File: src/rtl/baud_gen.sv
// Baud-rate generator: programmable oversample tick, mid-bit and bit-period ticks,
// and a bit-rate square wave. A new divisor takes effect only at a period boundary.
module baud_gen #(
    parameter int unsigned DIV_WIDTH   = 16,
    parameter int unsigned OVERSAMPLE  = 16,
    parameter int unsigned DEFAULT_DIV = 650
) (
    input  logic                 clk,
    input  logic                 rst_n,
    input  logic                 en,
    input  logic [DIV_WIDTH-1:0] divisor,
    input  logic                 load,
    input  logic                 restart,
    output logic                 tick_os,
    output logic                 tick_bit,
    output logic                 tick_mid,
    output logic                 clk_out,
    output logic [DIV_WIDTH-1:0] div_active
);

    localparam int unsigned    BW          = (OVERSAMPLE > 2) ? $clog2(OVERSAMPLE) : 1;
    localparam logic [BW-1:0]  BIT_LAST    = BW'(OVERSAMPLE - 1);
    localparam logic [BW-1:0]  BIT_MID_PRE = BW'(OVERSAMPLE / 2 - 1);

    logic [DIV_WIDTH-1:0] r_os_cnt;
    logic [BW-1:0]        r_bit_cnt;
    logic [DIV_WIDTH-1:0] r_div_active;
    logic [DIV_WIDTH-1:0] r_pend_val;
    logic                 r_pend;
    logic                 r_tick_os;
    logic                 r_tick_bit;
    logic                 r_tick_mid;
    logic                 r_clk_out;

    logic                 w_wrap;
    logic                 w_commit;
    logic                 w_bit_last;
    logic [BW-1:0]        w_bit_next;

    // restart wins over a coincident wrap; every non-counting edge is a safe commit point
    assign w_wrap     = en & ~restart & (r_os_cnt == r_div_active);
    assign w_commit   = restart | ~en | w_wrap;
    assign w_bit_last = (r_bit_cnt == BIT_LAST);
    assign w_bit_next = w_bit_last ? '0 : r_bit_cnt + BW'(1);

    always_ff @(posedge clk or negedge rst_n) begin
        if (!rst_n) begin
            r_os_cnt     <= '0;
            r_bit_cnt    <= '0;
            r_div_active <= DIV_WIDTH'(DEFAULT_DIV);
            r_pend_val   <= '0;
            r_pend       <= 1'b0;
            r_tick_os    <= 1'b0;
            r_tick_bit   <= 1'b0;
            r_tick_mid   <= 1'b0;
            r_clk_out    <= 1'b0;
        end else begin
            r_tick_os  <= w_wrap;
            r_tick_bit <= w_wrap & w_bit_last;
            r_tick_mid <= w_wrap & (r_bit_cnt == BIT_MID_PRE);

            if (restart) begin
                r_os_cnt  <= '0;
                r_bit_cnt <= '0;
            end else if (en) begin
                if (w_wrap) begin
                    r_os_cnt  <= '0;
                    r_bit_cnt <= w_bit_next;
                    if (w_bit_last) begin
                        r_clk_out <= ~r_clk_out;
                    end
                end else begin
                    r_os_cnt <= r_os_cnt + DIV_WIDTH'(1);
                end
            end

            // a strobe on a commit edge bypasses the pending register
            if (w_commit) begin
                if (load) begin
                    r_div_active <= divisor;
                end else if (r_pend) begin
                    r_div_active <= r_pend_val;
                end
                r_pend <= 1'b0;
            end else if (load) begin
                r_pend_val <= divisor;
                r_pend     <= 1'b1;
            end
        end
    end

    assign tick_os    = r_tick_os;
    assign tick_bit   = r_tick_bit;
    assign tick_mid   = r_tick_mid;
    assign clk_out    = r_clk_out;
    assign div_active = r_div_active;

endmodule

File: config.mk
export PLATFORM = sky130hd
export DESIGN_NAME = baud_gen
export DESIGN_NICKNAME = d
export VERILOG_FILES = /design/src/rtl/baud_gen.sv
export SDC_FILE = /design/constraint.sdc
export NUM_CORES = 1
export LEC_CHECK = 0
export BUFFER_PORTS_ARGS = -buffer_cell sky130_fd_sc_hd__clkbuf_2
export CORE_ASPECT_RATIO = 1.4
export CORE_UTILIZATION = 50
export CTS_CLUSTER_DIAMETER = 50
export DETAILED_ROUTE_END_ITERATION = 8
export GPL_ROUTABILITY_DRIVEN = 0
export PLACE_DENSITY = 0.71
export SLEW_MARGIN = 20
export SYNTH_ARGS = -nofsm -noshare
export SYNTH_HDL_FRONTEND = slang
export SYNTH_SLANG_ARGS = --single-unit
File: constraint.sdc
create_clock -name clk -period 3 [get_ports clk]
set_input_delay 0.75 -clock clk [delete_from_list [all_inputs] [get_ports clk]]
set_output_delay 0.75 -clock clk [all_outputs]
set_load 0.01 [all_outputs]
==> results of run 1 <==
-- layer usage --
metal	vias to the layer above	wire length, µm
li1	1136	-
met1	1139	2937
met2	53	3168
met3	13	211
met4	0	148
met5	-	0
-- placed cells by master, fill, tap and decap left out, drive strengths merged, types with 2 or more instances in the layout --
| cell | n |
|---|---|
| nor2 | 23 |
| and4 | 2 |
| nand2b | 2 |
| dfstp | 4 |
| or2 | 2 |
| dfrtp | 53 |
| o21ai | 4 |
| a22o | 3 |
| nand3 | 14 |
| mux2 | 16 |
| ha | 2 |
| nand2 | 35 |
| buf | 9 |
| and3 | 2 |
| nor4 | 6 |
| xnor2 | 2 |
| xor2 | 17 |
| nand4 | 14 |
| clkbuf | 52 |
| o31ai | 3 |
| o2bb2ai | 16 |
| clkinv | 3 |
| or4 | 12 |
| inv | 4 |
| a21oi | 22 |
-- flip-flops by register name (all words and copies together), names as in the netlist --
| register | cells |
|---|---|
| div_active | 16 |
| r_os_cnt | 16 |
| r_pend_val | 16 |
| r_bit_cnt | 4 |
| clk_out | 1 |
| r_pend | 1 |
| tick_bit | 1 |
| tick_mid | 1 |
| tick_os | 1 |
-- worst register-to-register path, cell delays in order, from the launching register on --
cell and delay (ns):
dfrtp_1 0.46, xor2_1 0.18, nor4_1 0.37, and4_1 0.59
nor2_1 0.11, buf_4 0.19, a221o_1 0.32
-- synthesized netlist by cell type (2+ instances only) --
master     instances  area [µm²]
dfrtp_1           53        1326
nand2_1           35       131.4
nor2_1            23       86.33
a21oi_1           22       110.1
xor2_1            17       148.9
o2bb2ai_1         16       140.1
nand3_1           14       70.07
nand4_1           14       87.58
clkbuf_1          11       41.29
or4_1             11       82.58
mux2_4            10       150.1
mux2_1             6       67.56
buf_2              5       25.02
buf_6              4       45.04
dfstp_2            4       105.1
inv_1              4       15.01
nor4_1             4       25.02
a22o_1             3       26.28
o21ai_0            3       15.01
o31ai_1            3       22.52
and3_1             2       12.51
ha_1               2       25.02
nor4_2             2       25.02
or2_2              2       12.51
xnor2_1            2       17.52
-- through the flow --
step / instances / hold slack (ns) / total power, W
after floorplan: 291 / 0.4544 / 0.001069
after global placement: 386 / 0.4564 / 0.001166
after detailed placement: 386 / 0.4644 / 0.001174
after CTS: 402 / 0.4763 / 0.001873
after global routing: 402 / 0.4937 / 0.001943
final: 402 / 0.4710 / 0.001856
-- kinds of logic (layout without fill, tap and decap cells) --
| group | count (synthesis) | in the layout | synth area share (%) |
|---|---|---|---|
| AOI/OAI and AO/OA | 54 | 54 | 12.44 |
| DFF | 57 | 57 | 48.09 |
| adders and majority gates | 2 | 2 | 0.8406 |
| buffers and inverters | 26 | 69 | 4.623 |
| and+or+nand+nor | 117 | 117 | 21.10 |
| muxes | 16 | 16 | 7.314 |
| xor gates and xnor gates | 19 | 19 | 5.591 |
-- power breakdown --
part	switching, W	total (W)	internal, W	leakage [nW]
Clock	0.000295	0.000697	0.000402	0.100
Sequential	0.0000620	0.000909	0.000847	0.725
Combinational	0.000126	0.000249	0.000123	0.729
-- worst paths after layout --
kind,depth (start not counted),startpoint,to
max in group asynchronous,2,rst_n,r_pend
min in group asynchronous,2,rst_n,r_pend_val[10]
max reg2reg,6,r_os_cnt[0],r_os_cnt[2]
max,6,r_os_cnt[0],r_os_cnt[2]
min reg2reg,1,clk_out,clk_out
min,1,clk_out,clk_out
-- layout make-up --
class / count / area, µm² / area share [%]
sequential: 57 / 1431 / 42.14
multi-input combinational: 208 / 1408 / 41.44
timing repair buffer: 49 / 267.8 / 7.882
clock buffer: 12 / 145.1 / 4.273
tap: 68 / 85.08 / 2.505
clock inverter: 4 / 45.04 / 1.326
inverter: 4 / 15.01 / 0.4420
==> results.toml, run 1 <==
[die]
core_um2 = 5605
row_count = 32
die_x_um = 67.21
fp.dieH_um = 93.30
io_pins = 41
initial_utilization_pct = 53.10
die_area_um2 = 6270

[sta]
setup_tns_ns = 0
drv_slew = 0
setup_viol = 0
relSlewSlack_pct = 51.86
layout_min_cycle_time_ns = 2.330
hold_viol = 0
max_freq_mhz = 429.1
worst_slack_ns = 0.6697
skew_ns = 0.009547
worst-slew-pin-transition_ns = 0.7221
fin_crit_sh_pct = 77.68
rsz0062_at_grt = "false"

[detailed_routing]
drtAntennaViolNets = 0
vias = 2341
viasPerCell = 5.823
firstDrtPassIters = 4
first_iter_violations = 202
post-route-drc-count = 0
wl_per_cell_um = 16.08
wirelength_mm = 6.465

[power_and_ir_drop]
p_leak_nw = 1.555
powerDensity_nw_per_um2 = 546.4
peakVddDrop_mv = 0.3072

[place]
port_buffers = 40
pre_cts_ws_ns = 0.6429
post_dp_cell_area_um2 = 3207
dpl.hpwl_mm = 4.537

[worst_setup_path]
r2r_slack_ns = 0.67
cp-start-kind = "flop"
critPathKind = "flop to flop"
critical_path_arrival_ns = 2.55
crit_path_top_delay_cell = "and4_1"
worstPathRequired_ns = 3.22
crit_family = "simple AND/OR/NAND/NOR gates"
worst-path-buf-inv = 1
cp_max_fo = 14
worstSetupEndpointType = "flop"
slowest_delay_ns = 0.59
crit_chain = "xor2_1 > nor4_1 > and4_1 > nor2_1 > buf_4 > a221o_1"

[min_path]
min_path_type = "flop to flop"

[clock_network]
cts_buffers = 9
ctsRootBufferMaster = "clkbuf_8"
cts_max_level = 3
postCtsSetupBuffers = 0
clock_path_buffers = 2
clock_sinks = 57
path_clk_slew_ns = 0.07
clk_latency_ns = 0.33
hold_buffers = 0
cts_resized = 0
cts_tree = "done"

[grt]
top_usage_layer = "met2"
grt_max_degree = 58
track_usage_pct = 23.36
grt_overflow_total = 0
grt_antenna_before_repair = 0
use_met2_pct = 36.17
grt_pass1_vias = 2222
grt_pass1_wl_mm = 10.90
grt_util_met3_pct = 3.902
grt_use_met1_pct = 31.10

[synthesis]
ys_types = 44
synth.avg_cell_area_um2 = 10.23
ys.warnings.count = 0
synth_edf_count = 0
synthFlopType = "dfrtp_1"
synthArstFlopShare_pct = 100.0
seq_area_frac_synth_pct = 48.09
netlist_instances = 291
synth_seq_cells = 57
synth_area_um2 = 2977
postSynthNetCount = 314

[final_layout]
diodes = 0
n_fill_cell = 483
areaGrowthSynthToFinish_pct = 14.12
drive_above_1_share_pct = 25.75
post-route-util_pct = 60.60
nNetsFinal = 352
final_cell_area_um2 = 3397

[job]
cap_violations = 0

[status]
status = "finished, final reports clean"
Note: power is estimated with default switching activity, not from simulation.
==> inputs of run 2 (changes only) <==
- ABC_AREA: unset -> 1
- PLACE_DENSITY: 0.71 -> 0.7
- clock period: 3 -> 2.15 ns (I/O delays scaled with it)
==> run 2 against run 1 <==
Against the previous run:
- clock power rose by 52%
- design area up 8.4%
- sequential share of layout area down 3.3 points
- combinational power rose by 96%
- cell count increased by 42%
- worst setup slack worse by 0.46 ns
- sequential power up 41%
- wire length rose by 15%
- die area rose by 7.2%
- hold slack got worse by 0.29 ns
- register-to-register slack worse by 0.46 ns
==> results.toml, run 2 <==
[status]
status = "finished, final reports clean"

[synthesis]
synth-xor-area-share_pct = 3.013
synth_edf_count = 0
synth_area_um2 = 3198
netlist_instances = 452
ys_top_cells_by_count = "nand2_1 (208), dfrtp_1 (53), inv_1 (41)"
synth_seq_cells = 57
synthArstFlopShare_pct = 100.0
ys_types = 26
synth_compound_area_share_pct = 3.404
synthSimpleGateAreaFrac_pct = 38.93
postSynthNetCount = 475
yosysTopAreaCellShare_pct = 41.47
synthFlopType = "dfrtp_1"
synth_top_family_by_area = "simple AND/OR/NAND/NOR gates"
ys.warnings.count = 0
synthAdderAreaFrac_pct = 0.7825
yosys.area.top_type = "dfrtp_1"
synth_most_common_cell = "nand2_1"
synth.area.top_cells = "dfrtp_1 (41%), nand2_1 (24%), inv_1 (4.8%)"
synth_mux_area_share_pct = 0
synth.avg_cell_area_um2 = 7.075
seq_area_frac_synth_pct = 44.76

[power_and_ir_drop]
internal-power_w = 0.002004
swShare_pct = 29.29
comb_power_share_pct = 17.2
pwr-share-seq_pct = 45.2
clkPwrFrac_pct = 37.5
p_switching_w = 0.0008301
p_leak_nw = 2.011
totalPowerFinal_w = 0.002834
peakVddDrop_mv = 0.4568
powerDensity_nw_per_um2 = 769.4

[final_layout]
areaGrowthSynthToFinish_pct = 15.18
final_cell_area_um2 = 3684
diodes = 0
nNetsFinal = 518
regArea_um2 = 1431
fin_cells = 572
n_fill_cell = 597
drive_above_1_share_pct = 16.60
layout_commonest_cell = "nand2_1"
multiInputGateArea_um2 = 1478
final_cell_mix = "nand2_1 (208), dfrtp_1 (53), inv_1 (41), clkbuf_2 (40), nand3_1 (29)"

[worst_setup_path]
slowest_delay_ns = 0.56
cp-start-kind = "flop"
timing.rr.start = "div_active[1]"
critical_path_arrival_ns = 2.22
r2r_slack_ns = 0.21
worstSetupEndpointType = "flop"
cp_common_cell = "nand2_1"
worstPathRequired_ns = 2.43
rr_endpoint = "div_active[4]"
reg2reg_depth = 11
crit_path_top_delay_cell = "dfstp_2"
crit_chain = "inv_1 > nand2_1 > nand2_1 > nor2_1 > nand2_1 > nor2_1 > nand2_2 > nand2_4 > buf_12 > nand3_1 > nand2_1"
crit_family = "simple AND/OR/NAND/NOR gates"
worst-path-buf-inv = 2
cp_max_fo = 19
critPathKind = "flop to flop"

[sta]
skew_ns = 0.004908
setup_tns_ns = 0
hold_viol = 0
worst_slack_ns = 0.2126
relSlewSlack_pct = 67.36
drv_slew = 0
setup_viol = 0
layout_min_cycle_time_ns = 1.937
worst-slew-pin-transition_ns = 0.4890
fin_crit_sh_pct = 90.11
max_freq_mhz = 516.1
rsz0062_at_grt = "false"

[die]
row_count = 34
die_x_um = 69.59
die_area_um2 = 6724
fp.dieH_um = 96.63
io_pins = 41
core_um2 = 6211
initial_utilization_pct = 51.49

[job]
cap_violations = 0

[place]
dpl.hpwl_mm = 5.260
dp.cells = 556
pre_cts_ws_ns = 0.2316
post_dp_cell_area_um2 = 3476
port_buffers = 40

[clock_network]
cts_max_level = 3
ctsRootBufferMaster = "clkbuf_8"
clock_path_buffers = 2
cts_buffers = 9
cts_resized = 0
cts_tree = "done"
postCtsSetupBuffers = 0
path_clk_slew_ns = 0.07
clock_sinks = 57
clk_latency_ns = 0.34
hold_buffers = 0

[grt]
grt_overflow_total = 0
grt_max_degree = 58
track_usage_pct = 24.00
grt_pass1_wl_mm = 12.74
grt_pass1_vias = 2770
grt_antenna_before_repair = 0

[detailed_routing]
drtAntennaViolNets = 0
post-route-drc-count = 0
wl_per_cell_um = 13.01
firstDrtPassIters = 4
wirelength_mm = 7.440
viasPerCell = 5.129
first_iter_violations = 128
vias = 2934

[min_path]
min_path_type = "input pin to async pin"
==> run 2: logic make-up (layout without fill, tap and decap cells) <==
logic type | Yosys count | in the layout
flops | 57 | 57
simple gates | 296 | 296
fa+ha+maj | 2 | 2
compound gates | 19 | 19
buf+inv | 67 | 115
xor+xnor | 11 | 11
==> run 2: cell type report <==
type | count | share of cell area (%)
inverters | 51 | 5.197
clock inverters | 2 | 0.9511
repair buffers | 48 | 7.745
well taps | 72 | 2.446
flip-flops and latches | 57 | 38.86
clock buffers | 14 | 4.688
multi-input cells | 328 | 40.12
==> run 2: power groups by stage <==
stage | logic [W] | registers (W) | clock network (W)
floorplan | 0.000303 | 0.00130 | 0
global placement | 0.000484 | 0.00130 | 0
detailed placement | 0.000493 | 0.00130 | 0
CTS | 0.000495 | 0.00128 | 0.00107
global route | 0.000570 | 0.00130 | 0.00113
finish | 0.000489 | 0.00128 | 0.00106
==> run 2: layer usage <==
metal	up-vias	GRT usage [%]	part of all wire, %
li1	1509	-	-
met1	1352	31.50	44
met2	53	37.64	49
met3	20	4.375	3.5
met4	0	12.56	3.4
met5	-	0	0
==> run 2: per-stage QoR <==
step | hold slack, ns | util [%]
2_1_floorplan | 0.2419 | -
3_3_place_gp | 0.4528 | 55.96
3_5_place_dp | 0.4582 | 55.96
4_1_cts | 0.2095 | 59.31
5_1_grt | 0.2285 | 59.31
6_report | 0.1847 | 59.31
==> run 2: how the worst max path moves through the flow <==
stage                              from              to  slack (ns)  depth (start not counted)
after global routing      div_active[1]   div_active[6]       0.001                         11
after detailed placement  div_active[1]   div_active[5]        0.23                         11
after CTS                 div_active[1]   div_active[5]        0.21                         11
final                     div_active[1]   div_active[4]        0.21                         11
after floorplan                    load  div_active[10]        0.52                          6
after global placement    div_active[1]   div_active[4]        0.26                         11
